<file path="src/rtl/cache_axi_pkg.sv">
// Shared encodings, AXI constants and FSM state types for the cache-to-AXI bridge.
// Latency: n/a (declarations only).
// Backpressure: n/a.
package cache_axi_pkg;

    // Cache request type encodings (rd_type / wr_type)
    localparam logic [2:0] TYPE_BYTE = 3'd0;
    localparam logic [2:0] TYPE_HALF = 3'd1;
    localparam logic [2:0] TYPE_WORD = 3'd2;
    localparam logic [2:0] TYPE_LINE = 3'd4;

    // AXI constants
    localparam logic [1:0] AXI_BURST_INCR = 2'b01;
    localparam logic [2:0] AXI_SIZE_4B    = 3'b010;
    localparam int         LINE_BEATS     = 4;

    typedef enum logic [1:0] {
        R_IDLE,
        R_AR,
        R_DATA
    } rd_state_e;

    typedef enum logic [1:0] {
        W_IDLE,
        W_AW,
        W_DATA,
        W_RESP
    } wr_state_e;

    // A line is one INCR burst of LINE_BEATS words; anything else is a single beat.
    function automatic logic [7:0] axi_len(input logic [2:0] req_type);
        return (req_type == TYPE_LINE) ? 8'(LINE_BEATS - 1) : 8'd0;
    endfunction

    // Byte/half keep their natural size; word and line both move 4-byte beats.
    function automatic logic [2:0] axi_size(input logic [2:0] req_type);
        case (req_type)
            TYPE_BYTE: return 3'd0;
            TYPE_HALF: return 3'd1;
            TYPE_WORD: return AXI_SIZE_4B;
            default:   return AXI_SIZE_4B;
        endcase
    endfunction

endpackage

</file>
<file path="src/rtl/axi_wr_burst.sv">
// Write buffer + AW/W/B sequencing for one outstanding cache write-back.
// Latency: awvalid the cycle after acceptance, W beats follow the AW handshake, B closes it.
// Backpressure: wr_rdy low while busy; each beat holds until wready, buffer holds until bvalid.
module axi_wr_burst
    import cache_axi_pkg::*;
#(
    parameter int ID_W  = 4,
    parameter int WR_ID = 1
) (
    input  logic            clk,
    input  logic            reset,
    // cache side
    input  logic            wr_req,
    input  logic [2:0]      wr_type,
    input  logic [31:0]     wr_addr,
    input  logic [3:0]      wr_wstrb,
    input  logic [127:0]    wr_data,
    output logic            wr_rdy,
    // hazard view for the read side
    output logic            busy,
    output logic [27:0]     line_addr,
    // AXI AW
    output logic [ID_W-1:0] awid,
    output logic [31:0]     awaddr,
    output logic [7:0]      awlen,
    output logic [2:0]      awsize,
    output logic [1:0]      awburst,
    output logic            awvalid,
    input  logic            awready,
    // AXI W
    output logic [31:0]     wdata,
    output logic [3:0]      wstrb,
    output logic            wlast,
    output logic            wvalid,
    input  logic            wready,
    // AXI B
    input  logic            bvalid,
    output logic            bready
);

    wr_state_e      state_q, state_d;
    logic [31:0]    addr_q, addr_d;
    logic [2:0]     type_q, type_d;
    logic [3:0]     strb_q, strb_d;
    logic [127:0]   data_q, data_d;
    logic [1:0]     cnt_q, cnt_d;

    // State and buffer registers; reset drops every valid at once
    always_ff @(posedge clk or posedge reset) begin
        if (reset) begin
            state_q <= W_IDLE;
            addr_q  <= '0;
            type_q  <= '0;
            strb_q  <= '0;
            data_q  <= '0;
            cnt_q   <= '0;
        end else begin
            state_q <= state_d;
            addr_q  <= addr_d;
            type_q  <= type_d;
            strb_q  <= strb_d;
            data_q  <= data_d;
            cnt_q   <= cnt_d;
        end
    end

    // Next-state: AW handshake, then beats until the last one is taken, then wait for B
    always_comb begin
        state_d = state_q;
        case (state_q)
            W_IDLE:  if (wr_req)            state_d = W_AW;
            W_AW:    if (awready)           state_d = W_DATA;
            W_DATA:  if (wready && wlast)   state_d = W_RESP;
            W_RESP:  if (bvalid)            state_d = W_IDLE;
            default:                        state_d = W_IDLE;
        endcase
    end

    // Buffer capture only when idle (a wr_req while busy is dropped); beat counter
    always_comb begin
        addr_d = addr_q;
        type_d = type_q;
        strb_d = strb_q;
        data_d = data_q;
        cnt_d  = cnt_q;
        if (state_q == W_IDLE && wr_req) begin
            addr_d = wr_addr;
            type_d = wr_type;
            strb_d = (wr_type == TYPE_LINE) ? 4'hf : wr_wstrb;
            data_d = wr_data;
        end
        if (state_q == W_AW && awready) begin
            cnt_d = '0;
        end else if (state_q == W_DATA && wready) begin
            cnt_d = cnt_q + 2'd1;
        end
    end

    // Channel outputs decoded from state; fields come straight from the buffer so they
    // cannot move while a valid is up
    always_comb begin
        wr_rdy    = (state_q == W_IDLE);
        busy      = (state_q != W_IDLE);
        line_addr = addr_q[31:4];
        awid      = ID_W'(WR_ID);
        awaddr    = addr_q;
        awlen     = axi_len(type_q);
        awsize    = axi_size(type_q);
        awburst   = AXI_BURST_INCR;
        awvalid   = (state_q == W_AW);
        wdata     = data_q[32*cnt_q +: 32];
        wstrb     = strb_q;
        wlast     = (state_q == W_DATA) && ({6'd0, cnt_q} == awlen);
        wvalid    = (state_q == W_DATA);
        bready    = (state_q == W_RESP);
    end

endmodule

</file>
<file path="src/rtl/cache_axi_bridge.sv">
// Cache miss/write-back port to AXI4 master; one read and one write outstanding.
// Latency: arvalid/awvalid the cycle after acceptance; read data passes through with zero delay.
// Backpressure: rd_rdy low while a read is in flight or the read hits the line being written back.
module cache_axi_bridge
    import cache_axi_pkg::*;
#(
    parameter int ID_W  = 4,
    parameter int RD_ID = 0,
    parameter int WR_ID = 1
) (
    input  logic            clk,
    input  logic            reset,
    // cache read
    input  logic            rd_req,
    input  logic [2:0]      rd_type,
    input  logic [31:0]     rd_addr,
    output logic            rd_rdy,
    output logic            ret_valid,
    output logic            ret_last,
    output logic [31:0]     ret_data,
    // cache write
    input  logic            wr_req,
    input  logic [2:0]      wr_type,
    input  logic [31:0]     wr_addr,
    input  logic [3:0]      wr_wstrb,
    input  logic [127:0]    wr_data,
    output logic            wr_rdy,
    // AXI AR
    output logic [ID_W-1:0] arid,
    output logic [31:0]     araddr,
    output logic [7:0]      arlen,
    output logic [2:0]      arsize,
    output logic [1:0]      arburst,
    output logic            arvalid,
    input  logic            arready,
    // AXI R
    input  logic [ID_W-1:0] rid,
    input  logic [31:0]     rdata,
    input  logic [1:0]      rresp,
    input  logic            rlast,
    input  logic            rvalid,
    output logic            rready,
    // AXI AW
    output logic [ID_W-1:0] awid,
    output logic [31:0]     awaddr,
    output logic [7:0]      awlen,
    output logic [2:0]      awsize,
    output logic [1:0]      awburst,
    output logic            awvalid,
    input  logic            awready,
    // AXI W
    output logic [31:0]     wdata,
    output logic [3:0]      wstrb,
    output logic            wlast,
    output logic            wvalid,
    input  logic            wready,
    // AXI B
    input  logic [ID_W-1:0] bid,
    input  logic [1:0]      bresp,
    input  logic            bvalid,
    output logic            bready
);

    rd_state_e      rd_state_q, rd_state_d;
    logic [31:0]    raddr_q, raddr_d;
    logic [2:0]     rtype_q, rtype_d;

    logic           wr_busy;
    logic [27:0]    wr_line_addr;
    logic           hazard;

    // Response IDs and error codes are not acted on by this bridge
    logic           unused_resp;
    assign unused_resp = ^{rid, rresp, bid, bresp};

    // A read may not overtake a write to the same line, whether buffered or arriving now
    assign hazard = (wr_busy && (rd_addr[31:4] == wr_line_addr)) ||
                    (wr_req  && (rd_addr[31:4] == wr_addr[31:4]));

    // Read state and request registers
    always_ff @(posedge clk or posedge reset) begin
        if (reset) begin
            rd_state_q <= R_IDLE;
            raddr_q    <= '0;
            rtype_q    <= '0;
        end else begin
            rd_state_q <= rd_state_d;
            raddr_q    <= raddr_d;
            rtype_q    <= rtype_d;
        end
    end

    // Read next-state and request capture
    always_comb begin
        rd_state_d = rd_state_q;
        raddr_d    = raddr_q;
        rtype_d    = rtype_q;
        case (rd_state_q)
            R_IDLE: begin
                if (rd_req && !hazard) begin
                    rd_state_d = R_AR;
                    raddr_d    = rd_addr;
                    rtype_d    = rd_type;
                end
            end
            R_AR:    if (arready)           rd_state_d = R_DATA;
            R_DATA:  if (rvalid && rlast)   rd_state_d = R_IDLE;
            default:                        rd_state_d = R_IDLE;
        endcase
    end

    // Read outputs; R beats are forwarded combinationally while in R_DATA
    always_comb begin
        rd_rdy    = (rd_state_q == R_IDLE) && !hazard;
        arid      = ID_W'(RD_ID);
        araddr    = raddr_q;
        arlen     = axi_len(rtype_q);
        arsize    = axi_size(rtype_q);
        arburst   = AXI_BURST_INCR;
        arvalid   = (rd_state_q == R_AR);
        rready    = (rd_state_q == R_DATA);
        ret_valid = (rd_state_q == R_DATA) && rvalid;
        ret_last  = (rd_state_q == R_DATA) && rlast;
        ret_data  = rdata;
    end

    axi_wr_burst #(
        .ID_W  (ID_W),
        .WR_ID (WR_ID)
    ) u_wr (
        .clk       (clk),
        .reset     (reset),
        .wr_req    (wr_req),
        .wr_type   (wr_type),
        .wr_addr   (wr_addr),
        .wr_wstrb  (wr_wstrb),
        .wr_data   (wr_data),
        .wr_rdy    (wr_rdy),
        .busy      (wr_busy),
        .line_addr (wr_line_addr),
        .awid      (awid),
        .awaddr    (awaddr),
        .awlen     (awlen),
        .awsize    (awsize),
        .awburst   (awburst),
        .awvalid   (awvalid),
        .awready   (awready),
        .wdata     (wdata),
        .wstrb     (wstrb),
        .wlast     (wlast),
        .wvalid    (wvalid),
        .wready    (wready),
        .bvalid    (bvalid),
        .bready    (bready)
    );

endmodule
</file>
<file path="config.mk">
export PLATFORM = sky130hd
export DESIGN_NAME = cache_axi_bridge
export DESIGN_NICKNAME = d
export VERILOG_FILES = /design/src/rtl/cache_axi_pkg.sv /design/src/rtl/axi_wr_burst.sv /design/src/rtl/cache_axi_bridge.sv
export SDC_FILE = /design/constraint.sdc
export NUM_CORES = 1
export LEC_CHECK = 0
export CAP_MARGIN = 40
export CELL_PAD_IN_SITES_DETAIL_PLACEMENT = 1
export CELL_PAD_IN_SITES_GLOBAL_PLACEMENT = 2
export CORE_UTILIZATION = 29
export DETAILED_ROUTE_END_ITERATION = 8
export PLACE_DENSITY_LB_ADDON = 0.08
export SLEW_MARGIN = 25
export SYNTH_ARGS = -nofsm -noshare
export SYNTH_HDL_FRONTEND = slang
export SYNTH_SLANG_ARGS = --single-unit
</file>
<file path="constraint.sdc">
create_clock -name clk -period 12.1 [get_ports clk]
set_clock_uncertainty 0.2 [all_clocks]
set_input_delay 2.42 -clock clk [delete_from_list [all_inputs] [get_ports clk]]
set_output_delay 2.42 -clock clk [all_outputs]
set_load 0.02 [all_outputs]
</file>
==> results.md <==
- Worst vdd ir: 142.5 uV
- Antenna viol nets, final: 0
- DR DRC count: 0
- Library cells used by synthesis: 34
- Status: finished clean
- Power Density: 271.7 mW/mm2
- Worst Setup Start Kind: primary input
- Initial DRC count: 142
- Initial antenna violation count: 2
- Gpl congestion: just over 0.8
- HP Class: register to register
- Pleak: 0.005861 uW
- Yosys reg bits: 208
- RSZ-0062 raised after global routing: no
- Worst reg-to-reg path cell count: 7
- Largest net degree at the start of global routing: 101
- Die area: 0.03475 mm2
- Crit end category: primary output
- Post-CTS setup buffers: 0
- Final Hold Viols: 0
- Share of layout cells above drive strength 1: 29.14%
- Grt met1 use: 20.03%
- Post-route cell area: 0.01416 mm2
- CP Class: primary input to primary output
- Tcrit/Tclk final: 62.14%
- Crit-path max FO: 3
- Std cell rows: 67
- Final Max Slew Viols: 0
- Worst R2R Start: u_wr.awaddr[10]$_DFFE_PP0P_
- Syn Inst Count: 664
- Width of the die: about 190 um
- Area delta synth->final: 43.56%
- Most frequent cells in the layout: clkdlybuf4s50_1 (329), dfrtp_1 (206), mux2_2 (170)
- Core area: 0.03353 mm2
- Clock transition at the registers of the reported paths: 0.06 ns
- Mapped Area: roughly 0.01 mm2
- Total congestion overflow: 0
- FF-to-FF setup slack: 9.14 ns
- Hold WS: 0.2864 ns
- Cell Area, Placed: 0.01332 mm2
- PostCTS Resize Cnt: 0
- Clk root buf: clkbuf_16
- Final Critical Period: 7.519 ns
- Worst reg2reg endpoint: araddr[16]$_DFFE_PP0P_
- Clk_lat worst skew: 0.52 ns
- Final WL: about 29000 um
- Die Ht: 186.4 um
- CTS H-tree lvls: 1
- Worst slew pin tran: 0.7885 ns
- Hold Crit Depth: 2
- YS warnings: 0
- Slew HR: between 40% and 50%
- Total power: a little under 4000 uW
- Endpoints failing setup: 0
- Hold Crit Endpoint: u_wr.wstrb[2]$_DFFE_PP0P_
- Sequential area share after synthesis: 52.77%
- Layout Utilization: 42.23%
- Final net count: 1227
- Avg Cell Area, Syn: 14.85 um2
- TritonCTS clock tree: done
- Met2 Use GR: between 20 and 30%
- F_max: approximately 130 MHz
- First-pass GRT wire length: 45530 um
- GRT Overall Usage: 16.83%
- Critical Path AT: 4.90 ns
- Most common cell after layout, fill and taps aside: clkdlybuf4s50_1
- Met3 Usage GRT: ~6.0%
- GRT Max-Usage Layer: met2
- Routed len/inst: roughly 20 um
- Detailed placement HPWL: 21440 um
- HP Start: u_wr.wstrb[2]$_DFFE_PP0P_
- Detailed Routing Iterations Pass 1: 4
- Via-per-instance ratio: approximately 4.5
- Vias in the first global route: 7477
- Starting density of the core: between 20 and 30%
- Vias after detailed routing: 6426
- IO Port Bufs: 329
- Worst Path Required: 9.48 ns
- Diode count: 0
- Boundary pin count: 432
- Setup TNS: 0 ns
- Num CTS Buffers: 27
- Clock Sinks: 208
- CTS Buffer Depth: 3
- Post-cts hold buffer count: 0
- Maxcap violations: 0
[synth_stat cells, drive strengths merged]
library cell  count  share of area, %
dfrtp           208                53
mux2            199                24
buf              71               5.5
mux4             32               7.3
xor2             30               2.7
xnor2            28               2.5
clkbuf           18              0.68
nand2            10              0.38
inv               9              0.34
nand4             9              0.57
nor2              9              0.34
nor4              9              0.63
o21ai             5              0.25
ha                4              0.51
and2              3              0.19
nor3b             3              0.23
a21oi             2              0.10
conb              2             0.076
nand3             2              0.10
or2               2              0.13
a221oi            1             0.089
a22o              1             0.089
and3b             1              0.10
mux2i             1              0.10
nand2b            1             0.063
nand4b            1              0.24
nor2b             1             0.063
o22ai             1             0.063
or3               1             0.063
[worst max path at each step]
stage	startpoint	to	slack [ns]
after floorplan	reset	araddr[0]$_DFFE_PP0P_	3.80
after global placement	rd_addr[24]	rd_rdy	4.52
after detailed placement	rd_addr[10]	rd_rdy	4.52
after CTS	rd_addr[24]	rd_rdy	4.53
after global routing	rd_addr[24]	rd_rdy	4.49
final	rd_addr[24]	rd_rdy	4.58
[worst max-delay path: stages]
cell	delay [ns]
clkdlybuf4s50_1	0.49
xor2_1	0.21
nor4_1	0.51
nand4_1	0.18
nor4_2	0.30
and3b_2	0.24
clkdlybuf4s50_1	0.56
[through the flow]
| stage | std cells | setup slack (ns) |
|---|---|---|
| 2_1_floorplan | 688 | 3.799 |
| 3_3_place_gp | 1381 | 4.518 |
| 3_5_place_dp | 1384 | 4.520 |
| 4_1_cts | 1431 | 4.528 |
| 5_1_grt | 1433 | 4.489 |
| 6_report | 1433 | 4.581 |
[registers in the layout, summed over array words and instances (netlist names)]
name / count
u_wr.cnt_q: 2
u_wr.awaddr: 32
rd_state_q: 2
u_wr.wstrb: 4
u_wr.type_q: 3
rtype_q: 3
araddr: 32
u_wr.state_q: 2
u_wr.data_q: 128
[layer usage]
metal | wire (um) | vias up | part of all wire (%)
met5 | 22 | - | 0.076
met4 | 501 | 4 | 1.7
met3 | 2319 | 36 | 8.1
met2 | 14540 | 246 | 51
met1 | 11390 | 3257 | 40
li1 | - | 2883 | -
[where the power goes]
| part | leakage (uW) | total, uW | internal, uW | switching, uW |
|---|---|---|---|---|
| clock | 0.000401 | 735 | 439 | 296 |
| sequential | 0.00246 | 1260 | 1060 | 208 |
| combinational | 0.00300 | 1850 | 1030 | 817 |
[layout make-up]
| cell class | count | area (um2) |
|---|---|---|
| fillers | 3447 | 19370 |
| flip-flops and latches | 208 | 5207 |
| multi-input cells | 382 | 4109 |
| clock inverters | 5 | 28.78 |
| well taps | 448 | 560.5 |
| clock buffers | 42 | 782.0 |
| inverters | 9 | 41.29 |
| repair buffers | 339 | 3431 |
[cell families after synthesis]
kind of cell             count (synthesis)  share of synthesized area [%]
AO/OA/AOI/OAI                           10                         0.5963
XOR/XNOR                                58                          5.150
adder cells (fa/ha/maj)                  4                         0.5074
buffers and inverters                   98                          6.558
flip-flops                             208                          52.77
multiplexers                           232                          31.23
other                                    2                        0.07614
AND/OR/NAND/NOR                         52                          3.108
Note: power is estimated with default switching activity, not from simulation.
